$ cat config.mk
export PLATFORM = sky130hd
export DESIGN_NAME = midori_ti_share_sequencer_flat
export DESIGN_NICKNAME = d
export VERILOG_FILES = /design/src/rtl/midori_ti_share_sequencer_pkg.sv /design/src/rtl/midori_ti_share_sequencer_if.sv /design/src/rtl/midori_ti_share_sequencer_remap.sv /design/src/rtl/midori_ti_share_sequencer.sv /design/src/flat_wrapper.sv
export SDC_FILE = /design/constraint.sdc
export NUM_CORES = 1
export LEC_CHECK = 0
export CORE_AREA = 2 2 302 304
export CTS_CLUSTER_DIAMETER = 40
export CTS_CLUSTER_SIZE = 10
export DETAILED_ROUTE_END_ITERATION = 7
export DIE_AREA = 0 0 304 306
export GPL_TIMING_DRIVEN = 0
export PLACE_DENSITY = 0.37
export SYNTH_ARGS = -nofsm -noshare
export SYNTH_HDL_FRONTEND = slang
export SYNTH_SLANG_ARGS = --single-unit
export TNS_END_PERCENT = 1
$ cat constraint.sdc
create_clock -name clk -period 15 [get_ports clk]
set_clock_uncertainty 0.05 [all_clocks]
set_input_delay 3 -clock clk [delete_from_list [all_inputs] [get_ports clk]]
set_output_delay 3 -clock clk [all_outputs]
set_load 0.01 [all_outputs]
$ cat src/rtl/midori_ti_share_sequencer_pkg.sv
// Shared types and constants for the Midori64 TI share sequencer.
package midori_ti_pkg;

    localparam int unsigned ShareW             = 64;
    localparam int unsigned NibbleW            = 4;
    localparam int unsigned RowW               = 16;
    localparam int unsigned NumRows            = ShareW / RowW;
    localparam int unsigned RoundW             = 4;
    localparam int unsigned DefaultNumRounds   = 16;
    localparam int unsigned DefaultRoundCycles = 2;

    typedef enum logic [1:0] {
        StIdle,
        StLoad,
        StRun,
        StDone
    } state_e;

endpackage

$ cat src/rtl/midori_ti_share_sequencer_if.sv
// Input and result handshakes of the share sequencer.
// slave: sequencer side; master: share source / result consumer side.
interface midori_ti_share_sequencer_if;
    import midori_ti_pkg::*;

    logic              in_valid;
    logic              in_ready;
    logic [ShareW-1:0] in_share0;
    logic [ShareW-1:0] in_share1;
    logic [ShareW-1:0] in_share2;
    logic              row_mode;
    logic              out_valid;
    logic              out_ready;
    logic [ShareW-1:0] out_share0;
    logic [ShareW-1:0] out_share1;
    logic [ShareW-1:0] out_share2;

    modport slave (
        input  in_valid, in_share0, in_share1, in_share2, row_mode, out_ready,
        output in_ready, out_valid, out_share0, out_share1, out_share2
    );

    modport master (
        output in_valid, in_share0, in_share1, in_share2, row_mode, out_ready,
        input  in_ready, out_valid, out_share0, out_share1, out_share2
    );

endinterface

$ cat src/rtl/midori_ti_share_sequencer_remap.sv
// Combinational share remap. With NONUNIF_ROW_EN defined, row_mode selects a
// row-replicated remap that keeps the XOR of the three shares; otherwise the
// shares pass through and row_mode is ignored.
module midori_share_remap
    import midori_ti_pkg::*;
(
    input  logic [ShareW-1:0] share0_i,
    input  logic [ShareW-1:0] share1_i,
    input  logic [ShareW-1:0] share2_i,
    input  logic              row_mode_i,
    output logic [ShareW-1:0] share0_o,
    output logic [ShareW-1:0] share1_o,
    output logic [ShareW-1:0] share2_o
);

`ifdef NONUNIF_ROW_EN
    // Replicate the top row of shares 0/1; share 2 absorbs the difference.
    always_comb begin
        share0_o = share0_i;
        share1_o = share1_i;
        share2_o = share2_i;
        if (row_mode_i) begin
            share0_o = {NumRows{share0_i[ShareW-1 -: RowW]}};
            share1_o = {NumRows{share1_i[ShareW-1 -: RowW]}};
            share2_o = (share0_i ^ share1_i ^ share2_i) ^ share0_o ^ share1_o;
        end
    end
`else
    logic unused_row_mode;
    assign unused_row_mode = row_mode_i;

    assign share0_o = share0_i;
    assign share1_o = share1_i;
    assign share2_o = share2_i;
`endif

endmodule

$ cat src/rtl/midori_ti_share_sequencer.sv
// Sequencer for the 3-share Midori64 TI core: accepts shares, loads the core,
// steps rounds, and returns the result shares. Optional row remap is enabled
// with the NONUNIF_ROW_EN macro.
module midori_ti_share_sequencer
    import midori_ti_pkg::*;
#(
    parameter int unsigned NUM_ROUNDS   = DefaultNumRounds,
    parameter int unsigned ROUND_CYCLES = DefaultRoundCycles
) (
    input  logic                        clk,
    input  logic                        rst,
    midori_ti_share_sequencer_if.slave  bus,
    input  logic                        abort,
    output logic                        core_load,
    output logic [ShareW-1:0]           core_share0,
    output logic [ShareW-1:0]           core_share1,
    output logic [ShareW-1:0]           core_share2,
    output logic                        core_en,
    output logic [RoundW-1:0]           core_round,
    input  logic [ShareW-1:0]           core_res0,
    input  logic [ShareW-1:0]           core_res1,
    input  logic [ShareW-1:0]           core_res2,
    output logic                        busy
);

    localparam int unsigned CycW = (ROUND_CYCLES > 1) ? $clog2(ROUND_CYCLES) : 1;
    localparam logic [CycW-1:0]   CycLast   = CycW'(ROUND_CYCLES - 1);
    localparam logic [RoundW-1:0] RoundLast = RoundW'(NUM_ROUNDS - 1);

    state_e            state_q, state_d;
    logic [CycW-1:0]   cyc_q, cyc_d;
    logic [RoundW-1:0] round_q, round_d;
    logic [ShareW-1:0] sh0_q, sh1_q, sh2_q;
    logic [ShareW-1:0] res0_q, res1_q, res2_q;
    logic [ShareW-1:0] map0, map1, map2;
    logic              accept;
    logic              capture;

    midori_share_remap u_remap (
        .share0_i   (bus.in_share0),
        .share1_i   (bus.in_share1),
        .share2_i   (bus.in_share2),
        .row_mode_i (bus.row_mode),
        .share0_o   (map0),
        .share1_o   (map1),
        .share2_o   (map2)
    );

    // Next state, counters and capture strobes.
    always_comb begin
        state_d = state_q;
        cyc_d   = cyc_q;
        round_d = round_q;
        accept  = 1'b0;
        capture = 1'b0;
        unique case (state_q)
            StIdle: begin
                if (bus.in_valid) begin
                    accept  = 1'b1;
                    state_d = StLoad;
                end
            end
            StLoad: begin
                cyc_d   = '0;
                round_d = '0;
                state_d = abort ? StIdle : StRun;
            end
            StRun: begin
                if (abort) begin
                    cyc_d   = '0;
                    round_d = '0;
                    state_d = StIdle;
                end else if (cyc_q == CycLast) begin
                    cyc_d = '0;
                    if (round_q == RoundLast) begin
                        // Final wrap: take the result while the core still presents it.
                        round_d = '0;
                        capture = 1'b1;
                        state_d = StDone;
                    end else begin
                        round_d = round_q + 1'b1;
                    end
                end else begin
                    cyc_d = cyc_q + 1'b1;
                end
            end
            StDone: begin
                if (bus.out_ready) begin
                    state_d = StIdle;
                end
            end
            default: state_d = StIdle;
        endcase
    end

    // FSM state and counters.
    always_ff @(posedge clk or posedge rst) begin
        if (rst) begin
            state_q <= StIdle;
            cyc_q   <= '0;
            round_q <= '0;
        end else begin
            state_q <= state_d;
            cyc_q   <= cyc_d;
            round_q <= round_d;
        end
    end

    // Core input shares, captured on the input handshake.
    always_ff @(posedge clk or posedge rst) begin
        if (rst) begin
            sh0_q <= '0;
            sh1_q <= '0;
            sh2_q <= '0;
        end else if (accept) begin
            sh0_q <= map0;
            sh1_q <= map1;
            sh2_q <= map2;
        end
    end

    // Result shares, captured at the last round wrap and held until the next one.
    always_ff @(posedge clk or posedge rst) begin
        if (rst) begin
            res0_q <= '0;
            res1_q <= '0;
            res2_q <= '0;
        end else if (capture) begin
            res0_q <= core_res0;
            res1_q <= core_res1;
            res2_q <= core_res2;
        end
    end

    assign bus.in_ready   = (state_q == StIdle);
    assign bus.out_valid  = (state_q == StDone);
    assign bus.out_share0 = res0_q;
    assign bus.out_share1 = res1_q;
    assign bus.out_share2 = res2_q;
    assign core_load      = (state_q == StLoad);
    assign core_en        = (state_q == StRun);
    assign core_round     = round_q;
    assign core_share0    = sh0_q;
    assign core_share1    = sh1_q;
    assign core_share2    = sh2_q;
    assign busy           = (state_q != StIdle);

endmodule

$ cat src/flat_wrapper.sv
// flat-port wrapper written by rule: the top's interface ports become plain ports
module midori_ti_share_sequencer_flat import midori_ti_pkg::*;
#(
    parameter int unsigned NUM_ROUNDS   = DefaultNumRounds,
    parameter int unsigned ROUND_CYCLES = DefaultRoundCycles
)
  (clk, rst, abort, core_load, core_share0, core_share1, core_share2, core_en, core_round, core_res0, core_res1, core_res2, busy, bus_in_valid, bus_in_share0, bus_in_share1, bus_in_share2, bus_row_mode, bus_out_ready, bus_in_ready, bus_out_valid, bus_out_share0, bus_out_share1, bus_out_share2);
  midori_ti_share_sequencer_if bus_i ();
  input  logic clk;
  input  logic rst;
  input  logic abort;
  output logic core_load;
  output logic [ShareW-1:0] core_share0;
  output logic [ShareW-1:0] core_share1;
  output logic [ShareW-1:0] core_share2;
  output logic core_en;
  output logic [RoundW-1:0] core_round;
  input  logic [ShareW-1:0] core_res0;
  input  logic [ShareW-1:0] core_res1;
  input  logic [ShareW-1:0] core_res2;
  output logic busy;
  input wire logic [$bits(bus_i.in_valid)-1:0] bus_in_valid;
  input wire logic [$bits(bus_i.in_share0)-1:0] bus_in_share0;
  input wire logic [$bits(bus_i.in_share1)-1:0] bus_in_share1;
  input wire logic [$bits(bus_i.in_share2)-1:0] bus_in_share2;
  input wire logic [$bits(bus_i.row_mode)-1:0] bus_row_mode;
  input wire logic [$bits(bus_i.out_ready)-1:0] bus_out_ready;
  output wire logic [$bits(bus_i.in_ready)-1:0] bus_in_ready;
  output wire logic [$bits(bus_i.out_valid)-1:0] bus_out_valid;
  output wire logic [$bits(bus_i.out_share0)-1:0] bus_out_share0;
  output wire logic [$bits(bus_i.out_share1)-1:0] bus_out_share1;
  output wire logic [$bits(bus_i.out_share2)-1:0] bus_out_share2;
  assign bus_i.in_valid = bus_in_valid;
  assign bus_i.in_share0 = bus_in_share0;
  assign bus_i.in_share1 = bus_in_share1;
  assign bus_i.in_share2 = bus_in_share2;
  assign bus_i.row_mode = bus_row_mode;
  assign bus_i.out_ready = bus_out_ready;
  assign bus_in_ready = bus_i.in_ready;
  assign bus_out_valid = bus_i.out_valid;
  assign bus_out_share0 = bus_i.out_share0;
  assign bus_out_share1 = bus_i.out_share1;
  assign bus_out_share2 = bus_i.out_share2;
  midori_ti_share_sequencer #(.NUM_ROUNDS(NUM_ROUNDS), .ROUND_CYCLES(ROUND_CYCLES)) u_core (.clk(clk), .rst(rst), .bus(bus_i), .abort(abort), .core_load(core_load), .core_share0(core_share0), .core_share1(core_share1), .core_share2(core_share2), .core_en(core_en), .core_round(core_round), .core_res0(core_res0), .core_res1(core_res1), .core_res2(core_res2), .busy(busy));
endmodule
==> results.txt, run 1 <==
filler cell count -> 8929
vias in the first global route -> 12370
Synth top area share -> 62.75%
Cell variety after synth -> 26
Worst Hold Launch -> u_core.core_share1[56]
die area -> 0.09302 sq mm
min Tclk post-route -> 5.307 ns
CP cell instances -> inv_1 -> ha_1 -> clkdlybuf4s50_1
initial core utilization -> 17.40%
period utilization -> 35.38%
fmax -> 188.4 MHz
Buf/Inv on CP -> 2
synth cell count leaders -> dfrtp_1, mux2_2, mux2_4, buf_12, buf_2
worst min path class -> register to register
grt total ovfl -> 0
gpl congestion -> 0.7523
Setup-failing EPs final -> 0
Rel. slew slack -> 43.38%
post-synth top area cell -> dfrtp_1
CTS buffer count -> 100
Worst setup startpoint -> u_core.state_q[0]
Post-CTS Setup Bufs -> 0
sequential-to-total area share from yosys stat -> 62.75%
Final ANT Viol Nets -> 0
via/cell ratio -> 3.623
ratio of cells with drive above 1 in the final layout -> 32.99%
Final Cell Area -> 0.02857 sq mm
post-cts resize count -> 0
PwrDens -> 178.8 mW/mm^2
worst slew pin tran -> 0.8279 ns
CTS sink count -> 391
synthesis-to-finish area growth -> 83.22%
Crit path max-delay family -> buffers and inverters
WS Path Type -> register to output pin
port bufs -> 781
syn avg cell area -> 18.11 sq um
worst r2r src -> u_core.state_q[0]
syn nets -> 1257
Crit path largest cell delay -> 0.69 ns
Slew Viols, Final -> 0
Yosys reg bits -> 391
Max Root-Sink Buffers -> 3
Synth Warn # -> 0
chip height -> 306 microns
Die W -> 304 microns
cell row count -> 110
vias -> 10930
CP max-delay cell -> clkdlybuf4s50_1
initial antenna violation count -> 13
Max Cap Violations -> 0
H-tree Lvls -> 3
crit-path max FO -> 4
top cells by area, synth -> dfrtp_1, mux2_4, mux2_2, buf_12, buf_2
routed wire length -> 61.47 mm
endpoint class of the critical path -> output pin
RSZ-0062 raised after global routing -> no
DRC viols -> 0
Finished Core Util -> 31.89%
most frequent cell after synthesis -> dfrtp_1
drt pass-1 iters -> 4
VDD IR-drop max -> 0.0001097 V
Post-synth EDFFs -> 0
Hold Vio Cnt, Final -> 0
worst path arrival time -> 2.26 ns
Iter 0 DRT Violations -> 295
core area -> 0.08960 sq mm
average routed wire per standard cell -> 20.38 microns
placed wire-length estimate -> 46.65 mm
final net count -> 2143
asr flop ratio synth -> 100.0%
Reg clk slew, reported paths -> 0.04 ns
synthesized area -> 0.01559 sq mm
root buffer cell -> clkbuf_16
dpl cell area -> 0.02497 sq mm
startpoint types -> register
Top FF cell, synth -> dfrtp_1
pin count of the biggest net entering global routing -> 111
GRT Resource Usage Total -> 12.99%
first-pass GRT wire length -> 88.58 mm
Crit path required time -> 11.95 ns
CTS tree -> built
Pleak -> 12.14 nW
hold-fix buffer count after cts -> 0
status -> completed
I/O Pins -> 783
Synth Instances -> 861
worst skew pair latency -> 0.64 ns
-- cell usage in the layout, fill, tap and decap left out, types with 4 or more instances in the layout --
cell and count:
o21ai_0 5, clkbuf_1 14, clkdlybuf4s50_1 781, dfrtp_1 391
clkinv_2 21, ha_1 6, buf_12 20, clkinvlp_4 11
mux2_4 180, nor2_1 4, mux2_2 204, buf_2 19
clkbuf_8 21, inv_1 5, bufinv_16 14, clkbuf_16 101
diode_2 9
-- worst reg2reg max path, delay by kind of cell, from the launching register on --
kind | cells | cell delay [ns]
buf+inv | 3 | 1.20
mux | 1 | 0.41
flops | 1 | 0.39
fa+ha+maj | 1 | 0.35
simple gates | 1 | 0.17
-- where the power goes --
part / leakage (nW) / internal, W / total [W] / switching (W)
sequential: 5.03 / 0.00133 / 0.00148 / 0.000143
combinational: 5.37 / 0.000830 / 0.00138 / 0.000545
clock: 1.74 / 0.00157 / 0.00226 / 0.000691
-- kinds of logic after synthesis --
family                   share of synthesized area, %
AO/OA/AOI/OAI                                  0.4093
adder cells (fa/ha/maj)                        0.4815
buffers and inverters                           3.466
flip-flops                                      62.75
multiplexers                                    32.13
AND/OR/NAND/NOR                                0.7623
-- area by class of cell --
class,instances,area [sq um],share of cell area [%]
Clock buffer,133,2858,10.00
Sequential cell,391,9784,34.25
Inverter,6,30.03,0.1051
Tap cell,1176,1471,5.150
Clock inverter,53,716.9,2.510
Multi-Input combinational cell,421,5268,18.44
Timing Repair Buffer,784,7900,27.65
Antenna cell,9,22.52,0.07883
Buffer,43,518.0,1.813
-- routing by layer --
metal  vias to the layer above  global-route usage, %  share of wire, %
li1                       4861                      -                 -
met1                      5431                  12.46                34
met2                       519                  23.45                53
met3                       108                  6.518                10
met4                         8                  5.403               2.9
met5                         -                      0             0.089
-- path summary, 6_finish.rpt --
kind,cells past startpoint,end,slack (ns)
max,3,bus_in_ready,9.69
max in group asynchronous,4,u_core.core_share2[3],10.52
min in group asynchronous,2,u_core.core_share1[45],2.82
min reg2reg,1,u_core.core_share1[56],0.45
min,1,u_core.core_share1[56],0.45
max reg2reg,6,u_core.core_share0[25],12.33
-- flip-flops by register name (all words and copies together) (netlist names) --
register	flops
u_core.bus.out_share1	64
u_core.core_round	4
u_core.bus.out_share0	64
u_core.core_share2	64
u_core.core_share0	64
u_core.cyc_q	1
u_core.bus.out_share2	64
u_core.state_q	2
u_core.core_share1	64
-- per-stage QoR --
stage               TNS [ns]  std cells  worst slack, ns  hold slack [ns]  total power, W
global placement    -2141.56       2818           -5.552           0.4380        0.002885
global route               0       3014            9.486           0.4595        0.005370
floorplan                  0        861            1.081           0.4691        0.002023
CTS                        0       3007            9.514           0.4516        0.005217
detailed placement         0       2821            9.341           0.4406        0.002891
finish                     0       3016            9.693           0.4495        0.005109
(Power assumes the default switching activity.)
==> inputs of run 2 (changes only) <==
- CORE_AREA: 2 2 302 304 -> 2 2 305 307
- DIE_AREA: 0 0 304 306 -> 0 0 307 309
- PLACE_DENSITY: 0.37 -> 0.38
- clock period: 15 -> 4.3 ns (I/O delays scaled with it)
==> run 2 against run 1 <==
Effect of this change: wire length rose by 1.1%; via count barely moved; power rose to 3.4 times the previous value; highest routed layer unchanged.
==> results.txt, run 2 (same netlist as run 1, synthesis figures left out) <==
status -> completed
placed insts -> 2841 (+0.71%)
Max Root-Sink Buffers -> 3 (unchanged)
post-cts resize count -> 0 (unchanged)
worst min path class -> register to register
PwrDens -> 613.0 mW/mm^2 (+240%)
ratio of cells with drive above 1 in the final layout -> 33.08% (+0.091 points)
cell row count -> 111 (+0.91%)
chip height -> 309 microns (+0.98%)
Hold Vio Cnt, Final -> 0 (unchanged)
worst reg-to-reg setup slack -> 1.88 ns (-10.45 ns)
Reg clk slew, reported paths -> 0.04 ns (about the same)
Post-CTS Setup Bufs -> 0 (unchanged)
Crit path largest cell delay -> 0.61 ns (-0.08 ns)
Buf/Inv on CP -> 2 (unchanged)
fin cells -> 3025 (+0.30%)
setup ws final -> 1.365 ns (-8.327 ns)
filler cell count -> 9104 (+2.0%)
initial core utilization -> 17.06% (-0.34 points)
vias in the first global route -> 12400 (+0.27%)
core area -> 0.09139 sq mm (+2.0%)
Pleak -> 12.15 nW (+0.11%)
crit-path max FO -> 5 (+1)
Max Cap Violations -> 0 (unchanged)
final net count -> 2150 (+0.33%)
fmax -> 340.7 MHz
routed wire length -> 62.17 mm (+1.1%)
startpoint types -> register
CTS buffer count -> 97 (-3.0%)
gpl congestion -> 0.7477 (-0.61%)
Setup-failing EPs final -> 0 (unchanged)
worst slew pin tran -> 0.9106 ns (+0.08268 ns)
Crit path max-delay family -> buffers and inverters
Metal-1 WL -> 21.74 mm (+4.8%)
placed wire-length estimate -> 49.08 mm (+5.2%)
endpoint class of the critical path -> output pin
synthesis-to-finish area growth -> 83.44%
die area -> 0.09486 sq mm (+2.0%)
dpl cell area -> 0.02516 sq mm (+0.75%)
pre-CTS setup slack -> 1.205 ns (-8.135 ns)
Slew Viols, Final -> 0 (unchanged)
CTS sink count -> 391 (unchanged)
Worst setup startpoint -> u_core.state_q[0]
pin count of the biggest net entering global routing -> 38 (-66%)
CTS tree -> built
port bufs -> 781 (unchanged)
met3 wire length -> 6.240 mm (-2.0%)
period utilization -> 68.25%
Final ANT Viol Nets -> 0 (unchanged)
worst skew pair latency -> 0.62 ns (-0.02 ns)
RSZ-0062 raised after global routing -> no
drt pass-1 iters -> 4 (unchanged)
CP cell instances -> inv_1 -> ha_1 -> clkdlybuf4s50_1
worst r2r src -> u_core.state_q[0]
uppermost layer routed -> met5
worst path arrival time -> 2.02 ns (-0.24 ns)
Rel. slew slack -> 39.30% (-4.1 points)
H-tree Lvls -> 3 (unchanged)
hold-fix buffer count after cts -> 0 (unchanged)
grt total ovfl -> 0 (unchanged)
most common cell after layout, fill and taps aside -> clkdlybuf4s50_1
vias -> 10940 (+0.082%)
via/cell ratio -> 3.615 (-0.22%)
VDD IR-drop max -> 0.0004369 V (+300%)
DRC viols -> 0 (unchanged)
GRT Resource Usage Total -> 12.78% (-0.21 points)
WL met2 -> 32.11 mm (-1.2%)
min Tclk post-route -> 2.935 ns
Worst Hold Launch -> u_core.core_share0[31]
average routed wire per standard cell -> 20.55 microns (+0.84%)
most frequent cells in the layout -> clkdlybuf4s50_1, dfrtp_1, mux2_2
first-pass GRT wire length -> 87.99 mm (-0.67%)
Crit path required time -> 3.39 ns (-8.56 ns)
I/O Pins -> 783 (unchanged)
root buffer cell -> clkbuf_16
Final Cell Area -> 0.02860 sq mm (+0.12%)
initial antenna violation count -> 11 (-2)
Die W -> 307 microns (+0.99%)
CP max-delay cell -> clkdlybuf4s50_1
WS Path Type -> register to output pin
Iter 0 DRT Violations -> 300 (+1.7%)
run 2: cell count changes in the layout (fill, tap and decap cells not counted), sizes merged:
cell and delta:
buf +10, clkbuf -6, bufinv -1, clkinv +3, diode -2, clkinvlp -2
inv -3
run 2: layout make-up:
class / instances / area (sq um) / share of cell area, %
Buffer: 43 / 518.0 / 1.811
Tap cell: 1186 / 1484 / 5.188
Timing Repair Buffer: 794 / 8078 / 28.24
Sequential cell: 391 / 9784 / 34.21
Clock inverter: 50 / 675.6 / 2.362
Antenna cell: 7 / 17.52 / 0.06124
Clock buffer: 127 / 2751 / 9.619
Multi-Input combinational cell: 421 / 5268 / 18.42
Inverter: 6 / 26.28 / 0.09186
run 2: per-stage QoR:
stage	hold WS (ns)	total power, W	setup TNS [ns]	utilization (%)
final	0.4476	0.01753	0	31.30
after CTS	0.4511	0.01788	0	31.28
after global placement	0.4385	0.01004	-2111.93	27.24
after global routing	0.4594	0.01842	0	31.30
after floorplan	0.4691	0.007058	-731.12	-
after detailed placement	0.4413	0.01008	0	27.53
run 2: power by group:
| group | switching [W] | total, W | internal, W |
|---|---|---|---|
| clock | 0.00235 | 0.00759 | 0.00524 |
| combinational | 0.00190 | 0.00481 | 0.00291 |
| sequential | 0.000490 | 0.00514 | 0.00465 |
| total | 0.00473 | 0.0175 | 0.0128 |
run 2: per-layer routing:
layer,up-vias,GRT usage (%)
li1,4877,-
met1,5443,12.96
met2,486,22.38
met3,126,6.289
met4,4,5.218
met5,-,0
run 2: final timing paths:
kind,to,cells after the start
worst max-delay path,core_en,3
worst min-delay path,u_core.core_share0[31],1
worst max register to register,u_core.core_share0[55],6
worst min register to register,u_core.core_share0[31],1
max in group asynchronous,u_core.bus.out_share0[23],7
min in group asynchronous,u_core.core_share2[43],2
==> inputs of run 3 (changes only) <==
- CORE_AREA: 2 2 305 307 -> 2 2 302 304
- DIE_AREA: 0 0 307 309 -> 0 0 304 306
- PLACE_DENSITY: 0.38 -> 0.37
- clock period: 4.3 -> 2.85 ns (I/O delays scaled with it)
==> run 3 against run 2 <==
Effect of this change: via count is 0.69% lower; combinational power is 50% higher; setup slack worse by 1.2 ns; die area is 1.9% lower; global-route usage hardly changed; non-clock buffer count is 2 lower; critical endpoint unchanged.
==> results.txt, run 3 (same netlist as run 1, synthesis figures left out) <==
routing usage on met1 -> 12.97% (+0.018 points)
I/O Pins -> 783 (unchanged)
total power -> 0.02646 W (+51%)
cell row count -> 110 (-0.90%)
via/cell ratio -> 3.607 (-0.22%)
net switching power figure -> 0.007118 W (+50%)
PwrDens -> 927.6 mW/mm^2 (+51%)
startpoint types -> register
Worst setup startpoint -> u_core.state_q[0]
RSZ-0062 raised after global routing -> no
routed wire length -> 60.47 mm (-2.7%)
Max Root-Sink Buffers -> 3 (unchanged)
worst reg-to-reg setup slack -> 0.35 ns (-1.53 ns)
worst min path class -> input port to asynchronous set/reset pin
first-pass GRT wire length -> 87.29 mm (-0.80%)
gpl congestion -> 0.7391 (-1.2%)
grt total ovfl -> 0 (unchanged)
Max Cap Violations -> 0 (unchanged)
min Tclk post-route -> 2.687 ns
Reg clk slew, reported paths -> 0.05 ns (about the same)
synthesis-to-finish area growth -> 82.96%
Internal Power -> 0.01935 W (+51%)
met3 track demand over resource -> 6.117% (-0.17 points)
r2r worst-path depth -> 6 (unchanged)
setup ws final -> 0.1631 ns (-1.202 ns)
most frequent cells in the layout -> clkdlybuf4s50_1, dfrtp_1, mux2_2
worst skew pair latency -> 0.64 ns (+0.02 ns)
worst slew pin tran -> 0.7250 ns (-0.1856 ns)
CTS sink count -> 391 (unchanged)
Rel. slew slack -> 50.42% (+11 points)
crit-path max FO -> 5 (unchanged)
GRT Resource Usage Total -> 12.81% (+0.034 points)
Post-CTS Setup Bufs -> 0 (unchanged)
vias in the first global route -> 12250 (-1.2%)
Crit path required time -> 2.23 ns (-1.16 ns)
VDD IR-drop max -> 0.0006157 V (+41%)
Iter 0 DRT Violations -> 383 (+28%)
CTS tree -> built
average routed wire per standard cell -> 20.08 microns (-2.3%)
core area -> 0.08960 sq mm (-2.0%)
final net count -> 2147 (-0.14%)
worst r2r src -> u_core.state_q[0]
die area -> 0.09302 sq mm (-1.9%)
sequential power share -> 29.4% (about the same)
filler cell count -> 8897 (-2.3%)
pre-CTS setup slack -> -0.02102 ns (-1.226 ns)
pin count of the biggest net entering global routing -> 39 (+2.6%)
Final ANT Viol Nets -> 0 (unchanged)
worst reg2reg endpoint -> u_core.core_share1[13]
Gate power share -> 27.3% (about the same)
Die W -> 304 microns (-0.98%)
fmax -> 372.2 MHz
Clk pwr share -> 43.4% (about the same)
endpoint class of the critical path -> output pin
drt pass-1 iters -> 4 (unchanged)
Setup-failing EPs final -> 0 (unchanged)
vias -> 10860 (-0.69%)
hold-fix buffer count after cts -> 0 (unchanged)
initial antenna violation count -> 7 (-4)
initial core utilization -> 17.40% (+0.34 points)
port bufs -> 781 (unchanged)
Hold Vio Cnt, Final -> 0 (unchanged)
CTS buffer count -> 96 (-1.0%)
status -> completed
chip height -> 306 microns (-0.97%)
H-tree Lvls -> 3 (unchanged)
placed wire-length estimate -> 46.59 mm (-5.1%)
Pleak -> 12.11 nW (-0.30%)
worst path arrival time -> 2.07 ns (+0.05 ns)
M2 GR Usage -> 23.06% (+0.68 points)
Finished Core Util -> 31.84% (+0.54 points)
period utilization -> 94.28%
ratio of cells with drive above 1 in the final layout -> 33.02% (-0.055 points)
WS Path Type -> register to output pin
most common cell after layout, fill and taps aside -> clkdlybuf4s50_1
Worst setup endpoint -> core_en
most used routing layer -> met2
DRC viols -> 0 (unchanged)
sw frac -> 26.90% (-0.089 points)
root buffer cell -> clkbuf_16
post-cts resize count -> 0 (unchanged)
Slew Viols, Final -> 0 (unchanged)
-- run 3: changes by cell type in the layout (fill, tap and decap cells not counted), moves of 3 or more --
cell,previous run,this run
clkbuf_8,19,9
clkinvlp_4,9,14
clkbuf_16,98,102
diode_2,7,3
clkinv_2,21,24
-- run 3: per-layer routing --
| metal | routed length, microns | up-vias | part of all wire (%) |
|---|---|---|---|
| met4 | 1479 | 4 | 2.4 |
| li1 | - | 4862 | - |
| met1 | 21140 | 5408 | 35 |
| met5 | 19 | - | 0.031 |
| met2 | 32090 | 485 | 53 |
| met3 | 5742 | 102 | 9.5 |
-- run 3: final cells by class --
cell class,instances,area [sq um],share of cell area [%]
antenna,3,7.507,0.02631
buffer,43,518.0,1.816
clock buffer,122,2718,9.526
clock inverter,57,698.2,2.447
inverter,6,26.28,0.09210
multi-input combinational,421,5268,18.46
sequential,391,9784,34.30
tap,1176,1471,5.158
timing repair buffer,792,8038,28.17
-- run 3: per-stage QoR --
step | TNS [ns] | cells | hold WS (ns) | instance area, sq um
global placement | -2549.86 | 2818 | 0.4380 | 24890
finish | 0 | 3011 | 0.3056 | 28530
global route | 0 | 3011 | 0.3061 | 28530
detailed placement | -0.9951 | 2829 | 0.4413 | 25110
CTS | 0 | 3008 | 0.2602 | 28520
floorplan | -1184.68 | 861 | 0.4691 | 15600
-- run 3: worst min-delay path by stage --
stage | cells past startpoint | from | slack, ns | endpoint
finish | 2 | rst | 0.31 | u_core.bus.out_share0[36]
global route | 2 | rst | 0.31 | u_core.bus.out_share1[2]
CTS | 2 | rst | 0.26 | u_core.bus.out_share0[36]
detailed placement | 1 | u_core.bus.out_share0[57] | 0.44 | u_core.bus.out_share0[57]
global placement | 1 | u_core.core_share2[54] | 0.44 | u_core.core_share2[54]
floorplan | 1 | u_core.state_q[0] | 0.47 | u_core.state_q[0]
-- run 3: power by group through the flow --
stage / combinational, W / clock (W) / sequential (W)
2_1_floorplan: 0.00223 / 0 / 0.00842
3_3_place_gp: 0.00732 / 0 / 0.00782
3_5_place_dp: 0.00736 / 0 / 0.00784
4_1_cts: 0.00740 / 0.0118 / 0.00779
5_1_grt: 0.00767 / 0.0121 / 0.00797
6_report: 0.00722 / 0.0115 / 0.00777
-- run 3: worst max-delay path, stage by stage (launching register included) --
cell and delay, ns:
dfrtp_1 0.42, inv_1 0.12, ha_1 0.26, clkdlybuf4s50_1 0.62
